`config.mk`:
```
export PLATFORM = sky130hd
export DESIGN_NAME = color_index_decode_flat
export DESIGN_NICKNAME = d
export VERILOG_FILES = /design/src/rtl/color_index_decode_if.sv /design/src/rtl/color_index_decode.sv /design/src/flat_wrapper.sv
export SDC_FILE = /design/constraint.sdc
export NUM_CORES = 1
export LEC_CHECK = 0
export ABC_AREA = 1
export BUFFER_PORTS_ARGS = -buffer_cell sky130_fd_sc_hd__buf_2
export CAP_MARGIN = 0
export CELL_PAD_IN_SITES_DETAIL_PLACEMENT = 1
export CELL_PAD_IN_SITES_GLOBAL_PLACEMENT = 2
export CORE_MARGIN = 2
export CORE_UTILIZATION = 34
export CTS_BUF_LIST = sky130_fd_sc_hd__clkbuf_8
export DETAILED_ROUTE_END_ITERATION = 7
export PLACE_DENSITY_LB_ADDON = 0.1
export SETUP_SLACK_MARGIN = 0.15
export SKIP_CTS_REPAIR_TIMING = 1
export SYNTH_ARGS = -nofsm -noshare
export SYNTH_HDL_FRONTEND = slang
export SYNTH_SLANG_ARGS = --single-unit
```
`constraint.sdc`:
```
create_clock -name clk -period 3.7 [get_ports clk]
set_input_delay 0.37 -clock clk [delete_from_list [all_inputs] [get_ports clk]]
set_output_delay 0.37 -clock clk [all_outputs]
set_load 0.02 [all_outputs]
```
`src/rtl/color_index_decode_if.sv`:
```
// color_index_decode_if
// Groups the pixel input stream and the decoded output stream of
// color_index_decode.
//   in_*  : RGB pixel input with valid/ready handshake and start-of-frame
//   out_* : decoded index beat with valid/ready handshake
// master: the side that supplies pixels and consumes decoded beats.
// slave : the decoder itself.
interface color_index_decode_if;
  logic       in_valid;
  logic       in_ready;
  logic       in_sof;
  logic [7:0] in_r;
  logic [7:0] in_g;
  logic [7:0] in_b;
  logic       out_valid;
  logic       out_ready;
  logic       out_sof;
  logic [7:0] out_h;
  logic       out_mismatch;
  logic [7:0] out_spread;

  modport master (
    output in_valid, in_sof, in_r, in_g, in_b, out_ready,
    input  in_ready, out_valid, out_sof, out_h, out_mismatch, out_spread
  );

  modport slave (
    input  in_valid, in_sof, in_r, in_g, in_b, out_ready,
    output in_ready, out_valid, out_sof, out_h, out_mismatch, out_spread
  );
endinterface

```
`src/rtl/color_index_decode.sv`:
```
// color_index_decode
// Inverts the pseudo-color map (R = H, G = folded 2H, B = ~H) back to the
// 8-bit index H. Three channel estimates are formed, sorted, and the median
// is emitted; the spread (max - min) flags pixels that are not map colors.
// A per-frame mismatch counter supports loopback self-check.
// Ports:
//   clk         : rising-edge clock
//   rst         : asynchronous active-high reset
//   pix         : pixel in / decoded beat out stream (slave side)
//   err_count_o : mismatches so far in the current frame (saturating)
//   err_frame_o : final mismatch count of the previous frame
module color_index_decode #(
  parameter int TOL   = 4,
  parameter int CNT_W = 16
) (
  input  logic                 clk,
  input  logic                 rst,
  color_index_decode_if.slave  pix,
  output logic [CNT_W-1:0]     err_count_o,
  output logic [CNT_W-1:0]     err_frame_o
);

  localparam logic [7:0] TOL_B = TOL[7:0];

  logic             en;

  logic             v1_q, sof1_q;
  logic [7:0]       hr_q, hg_q, hb_q;
  logic [7:0]       hg_d;

  logic             v2_q, sof2_q;
  logic [7:0]       med_q, max_q, min_q;
  logic [7:0]       lo_ab, hi_ab, med_d, max_d, min_d;
  logic [7:0]       spread_d;

  logic             v3_q, sof3_q, mis3_q;
  logic [7:0]       h3_q, spread3_q;

  logic [CNT_W-1:0] err_count_q, err_count_d;
  logic [CNT_W-1:0] err_frame_q, err_frame_d;

  // Whole pipeline advances together; stalls only when the output beat is held.
  assign en           = !v3_q || pix.out_ready;
  assign pix.in_ready = en;

  // Green carries 2H, folded (inverted) when H[7] is set; the LSB of the
  // stored value tells which half we are in.
  assign hg_d = pix.in_g[0] ? {1'b1, ~pix.in_g[7:1]} : {1'b0, pix.in_g[7:1]};

  always_comb begin
    lo_ab = (hr_q < hg_q) ? hr_q : hg_q;
    hi_ab = (hr_q < hg_q) ? hg_q : hr_q;
    max_d = (hi_ab > hb_q) ? hi_ab : hb_q;
    min_d = (lo_ab < hb_q) ? lo_ab : hb_q;
    if (hb_q > hi_ab) begin
      med_d = hi_ab;
    end else if (hb_q < lo_ab) begin
      med_d = lo_ab;
    end else begin
      med_d = hb_q;
    end
  end

  assign spread_d = max_q - min_q;

  always_ff @(posedge clk or posedge rst) begin
    if (rst) begin
      v1_q      <= 1'b0;
      sof1_q    <= 1'b0;
      hr_q      <= '0;
      hg_q      <= '0;
      hb_q      <= '0;
      v2_q      <= 1'b0;
      sof2_q    <= 1'b0;
      med_q     <= '0;
      max_q     <= '0;
      min_q     <= '0;
      v3_q      <= 1'b0;
      sof3_q    <= 1'b0;
      mis3_q    <= 1'b0;
      h3_q      <= '0;
      spread3_q <= '0;
    end else if (en) begin
      v1_q      <= pix.in_valid;
      sof1_q    <= pix.in_valid && pix.in_sof;
      hr_q      <= pix.in_r;
      hg_q      <= hg_d;
      hb_q      <= ~pix.in_b;
      v2_q      <= v1_q;
      sof2_q    <= sof1_q;
      med_q     <= med_d;
      max_q     <= max_d;
      min_q     <= min_d;
      v3_q      <= v2_q;
      sof3_q    <= sof2_q;
      h3_q      <= med_q;
      spread3_q <= spread_d;
      // Bubbles never report a mismatch.
      mis3_q    <= v2_q && (spread_d > TOL_B);
    end
  end

  // The sof beat opens the new frame: snapshot the old count and restart
  // from this beat's own mismatch.
  always_comb begin
    err_count_d = err_count_q;
    err_frame_d = err_frame_q;
    if (v3_q && pix.out_ready) begin
      if (sof3_q) begin
        err_frame_d = err_count_q;
        err_count_d = CNT_W'(mis3_q);
      end else if (mis3_q && (err_count_q != '1)) begin
        err_count_d = err_count_q + 1'b1;
      end
    end
  end

  always_ff @(posedge clk or posedge rst) begin
    if (rst) begin
      err_count_q <= '0;
      err_frame_q <= '0;
    end else begin
      err_count_q <= err_count_d;
      err_frame_q <= err_frame_d;
    end
  end

  assign pix.out_valid    = v3_q;
  assign pix.out_sof      = sof3_q;
  assign pix.out_h        = h3_q;
  assign pix.out_spread   = spread3_q;
  assign pix.out_mismatch = mis3_q;
  assign err_count_o      = err_count_q;
  assign err_frame_o      = err_frame_q;

endmodule

```
`src/flat_wrapper.sv`:
```
// flat-port wrapper written by rule: the top's interface ports become plain ports
module color_index_decode_flat 
#(
  parameter int TOL   = 4,
  parameter int CNT_W = 16
)
  (clk, rst, err_count_o, err_frame_o, pix_in_valid, pix_in_sof, pix_in_r, pix_in_g, pix_in_b, pix_out_ready, pix_in_ready, pix_out_valid, pix_out_sof, pix_out_h, pix_out_mismatch, pix_out_spread);
  color_index_decode_if pix_i ();
  input  logic clk;
  input  logic rst;
  output logic [CNT_W-1:0] err_count_o;
  output logic [CNT_W-1:0] err_frame_o;
  input wire logic [$bits(pix_i.in_valid)-1:0] pix_in_valid;
  input wire logic [$bits(pix_i.in_sof)-1:0] pix_in_sof;
  input wire logic [$bits(pix_i.in_r)-1:0] pix_in_r;
  input wire logic [$bits(pix_i.in_g)-1:0] pix_in_g;
  input wire logic [$bits(pix_i.in_b)-1:0] pix_in_b;
  input wire logic [$bits(pix_i.out_ready)-1:0] pix_out_ready;
  output wire logic [$bits(pix_i.in_ready)-1:0] pix_in_ready;
  output wire logic [$bits(pix_i.out_valid)-1:0] pix_out_valid;
  output wire logic [$bits(pix_i.out_sof)-1:0] pix_out_sof;
  output wire logic [$bits(pix_i.out_h)-1:0] pix_out_h;
  output wire logic [$bits(pix_i.out_mismatch)-1:0] pix_out_mismatch;
  output wire logic [$bits(pix_i.out_spread)-1:0] pix_out_spread;
  assign pix_i.in_valid = pix_in_valid;
  assign pix_i.in_sof = pix_in_sof;
  assign pix_i.in_r = pix_in_r;
  assign pix_i.in_g = pix_in_g;
  assign pix_i.in_b = pix_in_b;
  assign pix_i.out_ready = pix_out_ready;
  assign pix_in_ready = pix_i.in_ready;
  assign pix_out_valid = pix_i.out_valid;
  assign pix_out_sof = pix_i.out_sof;
  assign pix_out_h = pix_i.out_h;
  assign pix_out_mismatch = pix_i.out_mismatch;
  assign pix_out_spread = pix_i.out_spread;
  color_index_decode #(.TOL(TOL), .CNT_W(CNT_W)) u_core (.clk(clk), .rst(rst), .pix(pix_i), .err_count_o(err_count_o), .err_frame_o(err_frame_o));
endmodule
```
After elaboration in Yosys (flattened, before gate mapping)
Index checks and enable logic that the tools add are counted.

Add/sub/neg operators: 2. Magnitude comparators: 6. Eq/ne operators: 1. Mux-type cells: 9. Bitwise logic cells: 2. Reductions and logical operators: 9.

Operators by type and width (count): two-way mux 8 bit (7); two-way mux 16 bit (2); < comparator 8 bit (3); adder 16 x 1 -> 16 bit (second input constant) (1); > comparator 8 bit (2); inequality test 16 bit (second input constant) (1); > comparator 8 x 3 -> 1 bit (second input constant) (1); NOT 8 bit (1); subtractor 8 bit (1); NOT 7 bit (1); logical AND 1 bit (4); AND reduction 2 bit (2); nonzero test 2 bit (1); zero test 1 bit (1); logical OR 1 bit (1).

Bits in registers: 103. Input bits: 29. Output and inout port bits: 52. Logic and storage cells: 46.

Logic depth before layout (Yosys ltp)
Depth after elaboration: 5. Depth in mapped cells: 25. Depth with buffers taken out: 24.

Worst setup path before layout
No wires, ideal clock.

Kind: reg-to-reg. Start: register u_core.hg_q[7]. End: register u_core.max_q[1]. Library setup time: 0.133 ns. Arrival: 2.684 ns. Required time: 3.567 ns. Setup slack: 0.883 ns. Cell stages (with the launch flop): 19. Path buffers: 3. Period minus slack after synthesis: 2.817 ns. Path through: dfrtp_1 -> inv_1 -> ha_1 -> a21oi_1 -> o21a_1 -> buf_2 -> nand2_2 -> buf_6 -> nand2_1 -> nand2_1 -> ha_1 -> nand2_1 -> o21ai_0 -> nand2_1 -> nand2_1 -> clkbuf_1 -> inv_1 -> o21ai_0 -> o22ai_1.

Longest elaborated chain between the ends: 4.

Ends and longest elaborated chain: start, declared (RTL line color_index_decode.sv:28) `logic [7:0] hr_q, hg_q, hb_q;`; start signal, assigned (RTL line color_index_decode.sv:87) `hg_q <= hg_d;`; < comparator 8 bit (RTL line color_index_decode.sv:52) `hi_ab = (hr_q < hg_q) ? hg_q : hr_q;`; two-way mux 8 bit (*) (RTL line color_index_decode.sv:52); > comparator 8 bit (RTL line color_index_decode.sv:53) `max_d = (hi_ab > hb_q) ? hi_ab : hb_q;`; two-way mux 8 bit (*) (RTL line color_index_decode.sv:53); end signal, assigned (RTL line color_index_decode.sv:92) `max_q <= max_d;`; end, declared (RTL line color_index_decode.sv:32) `logic [7:0] med_q, max_q, min_q;`.

Mark *: on every way between the ends. The rest lies on a longest branch, timed or not. A chain may end at the register's enable or synchronous reset.

Worst setup path in the final report
Start: register u_core.hg_q[5]. End: register u_core.min_q[3].

Longest elaborated chain between the ends: 4.

Ends and longest elaborated chain: < comparator 8 bit (RTL line color_index_decode.sv:51) `lo_ab = (hr_q < hg_q) ? hr_q : hg_q;`; two-way mux 8 bit (*) (RTL line color_index_decode.sv:51); < comparator 8 bit (RTL line color_index_decode.sv:54) `min_d = (lo_ab < hb_q) ? lo_ab : hb_q;`; two-way mux 8 bit (*) (RTL line color_index_decode.sv:54); end signal, assigned (RTL line color_index_decode.sv:93) `min_q <= min_d;`; end, declared (RTL line color_index_decode.sv:32).

Marks and branches as above.

==> impl_metrics.toml <==
[global_route]
overflow = 0
antenna_found_initial = 0
grt_max_degree = 82
grtUsageTotal_pct = 19.7
grt_pass1_wl_um = 28300
grt_pass1_vias = 5547

[worst_setup_path]
worstPathCellList = "inv_1, ha_1, a21oi_1, o21a_2, buf_4, nand3_1, and2_1, ha_1, nand2_1, o21bai_1, nand2_1, nand2_1, nand2_4, inv_2, nor2_4, buf_4, nand2_1, nand3_1, nand2_1"
max_stage_delay_ns = 0.39
worstPathArrival_ns = 3.47
critPathLaunchType = "flip-flop"
cpMostUsedCell = "nand2_1"
crit_required_ns = 3.98
crit_fanout = 9
crit_path_end_kind = "flip-flop"
cp_slowest_cell = "dfrtp_1"
path_class = "flip-flop to flip-flop"

[synth]
async_flop_share_pct = 100
synthCells = 769
yosysMostFrequentCell = "nand2_1"
yosysTopAreaCell = "dfrtp_1"
synth_warnings = 0
ys_seq_elements = 103
seq_area_frac_synth_pct = 44.0
synth_edf_count = 0
postSynthAreaPerCell_sq_um = 7.61
netlist_area_sq_um = 5860
netlist_top_cells_count = "269 x nand2_1, 103 x dfrtp_1, 85 x inv_1, 67 x o21ai_0, 56 x nand3_1"
synth_area_leaders = "dfrtp_1 44%, nand2_1 17%, ha_1 6.6%"
ys_types = 35
synth_ff_type = "dfrtp_1"
yosys.area.top_type_share_pct = 44.0
syn_nets = 830

[status]
status = "completed"

[detailed_routing]
wire_per_inst_um = 15.9
dr_total_vias = 5253
routed_wl_um = 17000
drc_errors = 0
via_per_inst = 4.91
dr.pass1.iters = 4
drt_iter0_markers = 151
ant_nets = 0

[final_layout]
fin_nets = 906
drive_gt1_share_pct = 16.8
area_growth_pct = 15.2
antenna_cells = 0
register_area_sq_um = 2580
fillers = 2117
multi_input_area_sq_um = 2850
fin_util_pct = 40.4

[sta]
rsz0062_at_grt = "no"
finClkSkew_ns = 0.0111
tns_ns = 0
period_share_pct = 86.2
hold_viol = 0
setup_violations = 0
tightest_slew_ns = 0.828
min_period_ns = 3.19
relSlewSlack_pct = 44.8
fmax_mhz = 314
maxSlewViolCount = 0

[die]
fp-row-count = 47
dieArea_sq_um = 18300
die_width_um = 135
start_util_pct = 35.1
core_sq_um = 16700
fp.dieH_um = 135
ios = 81

[min_path]
holdCritPathClass = "input port to async pin"

[placement]
port_buffers = 80
dp_hpwl_um = 13100
place_congestion = 0.899

[cts]
clk_pin_slew_ns = 0.11
clkLatencyLatePin_ns = 0.39
cts_buffers = 9
cts_sinks = 103
tritoncts = "done"
htreeDepth = 3
ctsLongestPathBuffers = 2
root_buffer = "clkbuf_8"

[run]
cap_violations = 0

[power_and_ir_drop]
power_density_nw_per_um2 = 968
p_leak_nw = 3.58
irDropWorstVdd_mv = 0.304
cells in the final DEF (no fill, tap or decap), types with 3 or more instances in the layout:
master and count:
clkbuf_8 9, nand2_2 6, nor2_4 4, inv_1 83, dfrtp_1 103, ha_1 31, nor3_1 7, nand2_4 5
a21oi_1 25, nand4_1 9, buf_4 10, and2_1 7, o21ai_2 7, inv_2 6, xor2_1 7, nor2_1 25
nand3_1 56, nand2_1 268, o21ai_1 3, o21ai_0 67, buf_2 80, xnor2_1 9, clkinvlp_4 3
flip-flops by register name (all words and copies together) (netlist names):
signal	flops
u_core.err_count_o	16
u_core.err_frame_o	16
u_core.hb_q	8
u_core.hg_q	8
u_core.hr_q	8
u_core.max_q	8
u_core.med_q	8
u_core.min_q	8
u_core.pix.out_h	8
u_core.pix.out_mismatch	1
u_core.pix.out_sof	1
u_core.pix.out_spread	8
u_core.pix.out_valid	1
u_core.sof1_q	1
u_core.sof2_q	1
u_core.v1_q	1
u_core.v2_q	1
cell families after synthesis:
group,synth area share [%]
AOI/OAI and AO/OA,10.1
xor gates and xnor gates,2.39
adders and majority gates,6.97
buffers and inverters,7.78
DFF,44.0
and+or+nand+nor,28.8
stage by stage:
stage,total power [mW],instance area (sq um),hold slack [ns],instances,worst slack (ns)
after global routing,7.21,6740,0.160,1070,0.164
final,6.53,6740,0.130,1070,0.511
after detailed placement,5.73,6490,0.465,1052,0.146
after global placement,5.61,6490,0.459,1052,0.257
after floorplan,4.50,5860,0.432,769,0.626
after CTS,6.54,6700,0.138,1068,0.128
worst max-delay path: cells and delay by family, from the launching register on:
family | cells | cell delay [ns]
AOI/OAI and AO/OA | 3 | 0.56
adders and majority gates | 2 | 0.60
buffers and inverters | 4 | 0.53
DFF | 1 | 0.39
and+or+nand+nor | 10 | 1.02
layer usage:
metal | routed length [um] | GRT usage (%) | up-vias
met5 | 0 | 0 | -
met4 | 350 | 6.48 | 0
met3 | 496 | 2.43 | 26
met2 | 8270 | 33.9 | 78
met1 | 7860 | 25.8 | 2547
li1 | - | - | 2602
worst paths after layout:
check	end	depth (start not counted)	slack, ns	from
min in group clk	u_core.hb_q[2]	2	0.16	pix_in_b[2]
hold reg to reg	u_core.pix.out_spread[2]	2	0.49	u_core.pix.out_spread[2]
max in group asynchronous	u_core.hg_q[6]	3	2.74	rst
setup reg to reg	u_core.min_q[3]	19	0.51	u_core.hg_q[5]
setup / recovery	u_core.min_q[3]	19	0.51	u_core.hg_q[5]
hold / removal	u_core.pix.out_h[0]	2	0.13	rst
where the power goes:
part | switching, mW | total, mW | leakage, nW | internal [mW]
clock | 0.457 | 0.784 | 0.101 | 0.327
sequential | 0.351 | 1.93 | 1.29 | 1.58
combinational | 2.54 | 3.81 | 2.20 | 1.27
total | 3.34 | 6.53 | 3.58 | 3.18
final cells by class:
| type | count | area share [%] |
|---|---|---|
| Clock buffer | 9 | 1.84 |
| Clock inverter | 7 | 1.34 |
| Inverter | 91 | 5.16 |
| Multi-Input combinational cell | 550 | 42.3 |
| Sequential cell | 103 | 38.2 |
| Tap cell | 220 | 4.08 |
| Timing Repair Buffer | 90 | 7.05 |
No activity file was read; power rests on OpenSTA's default activity.
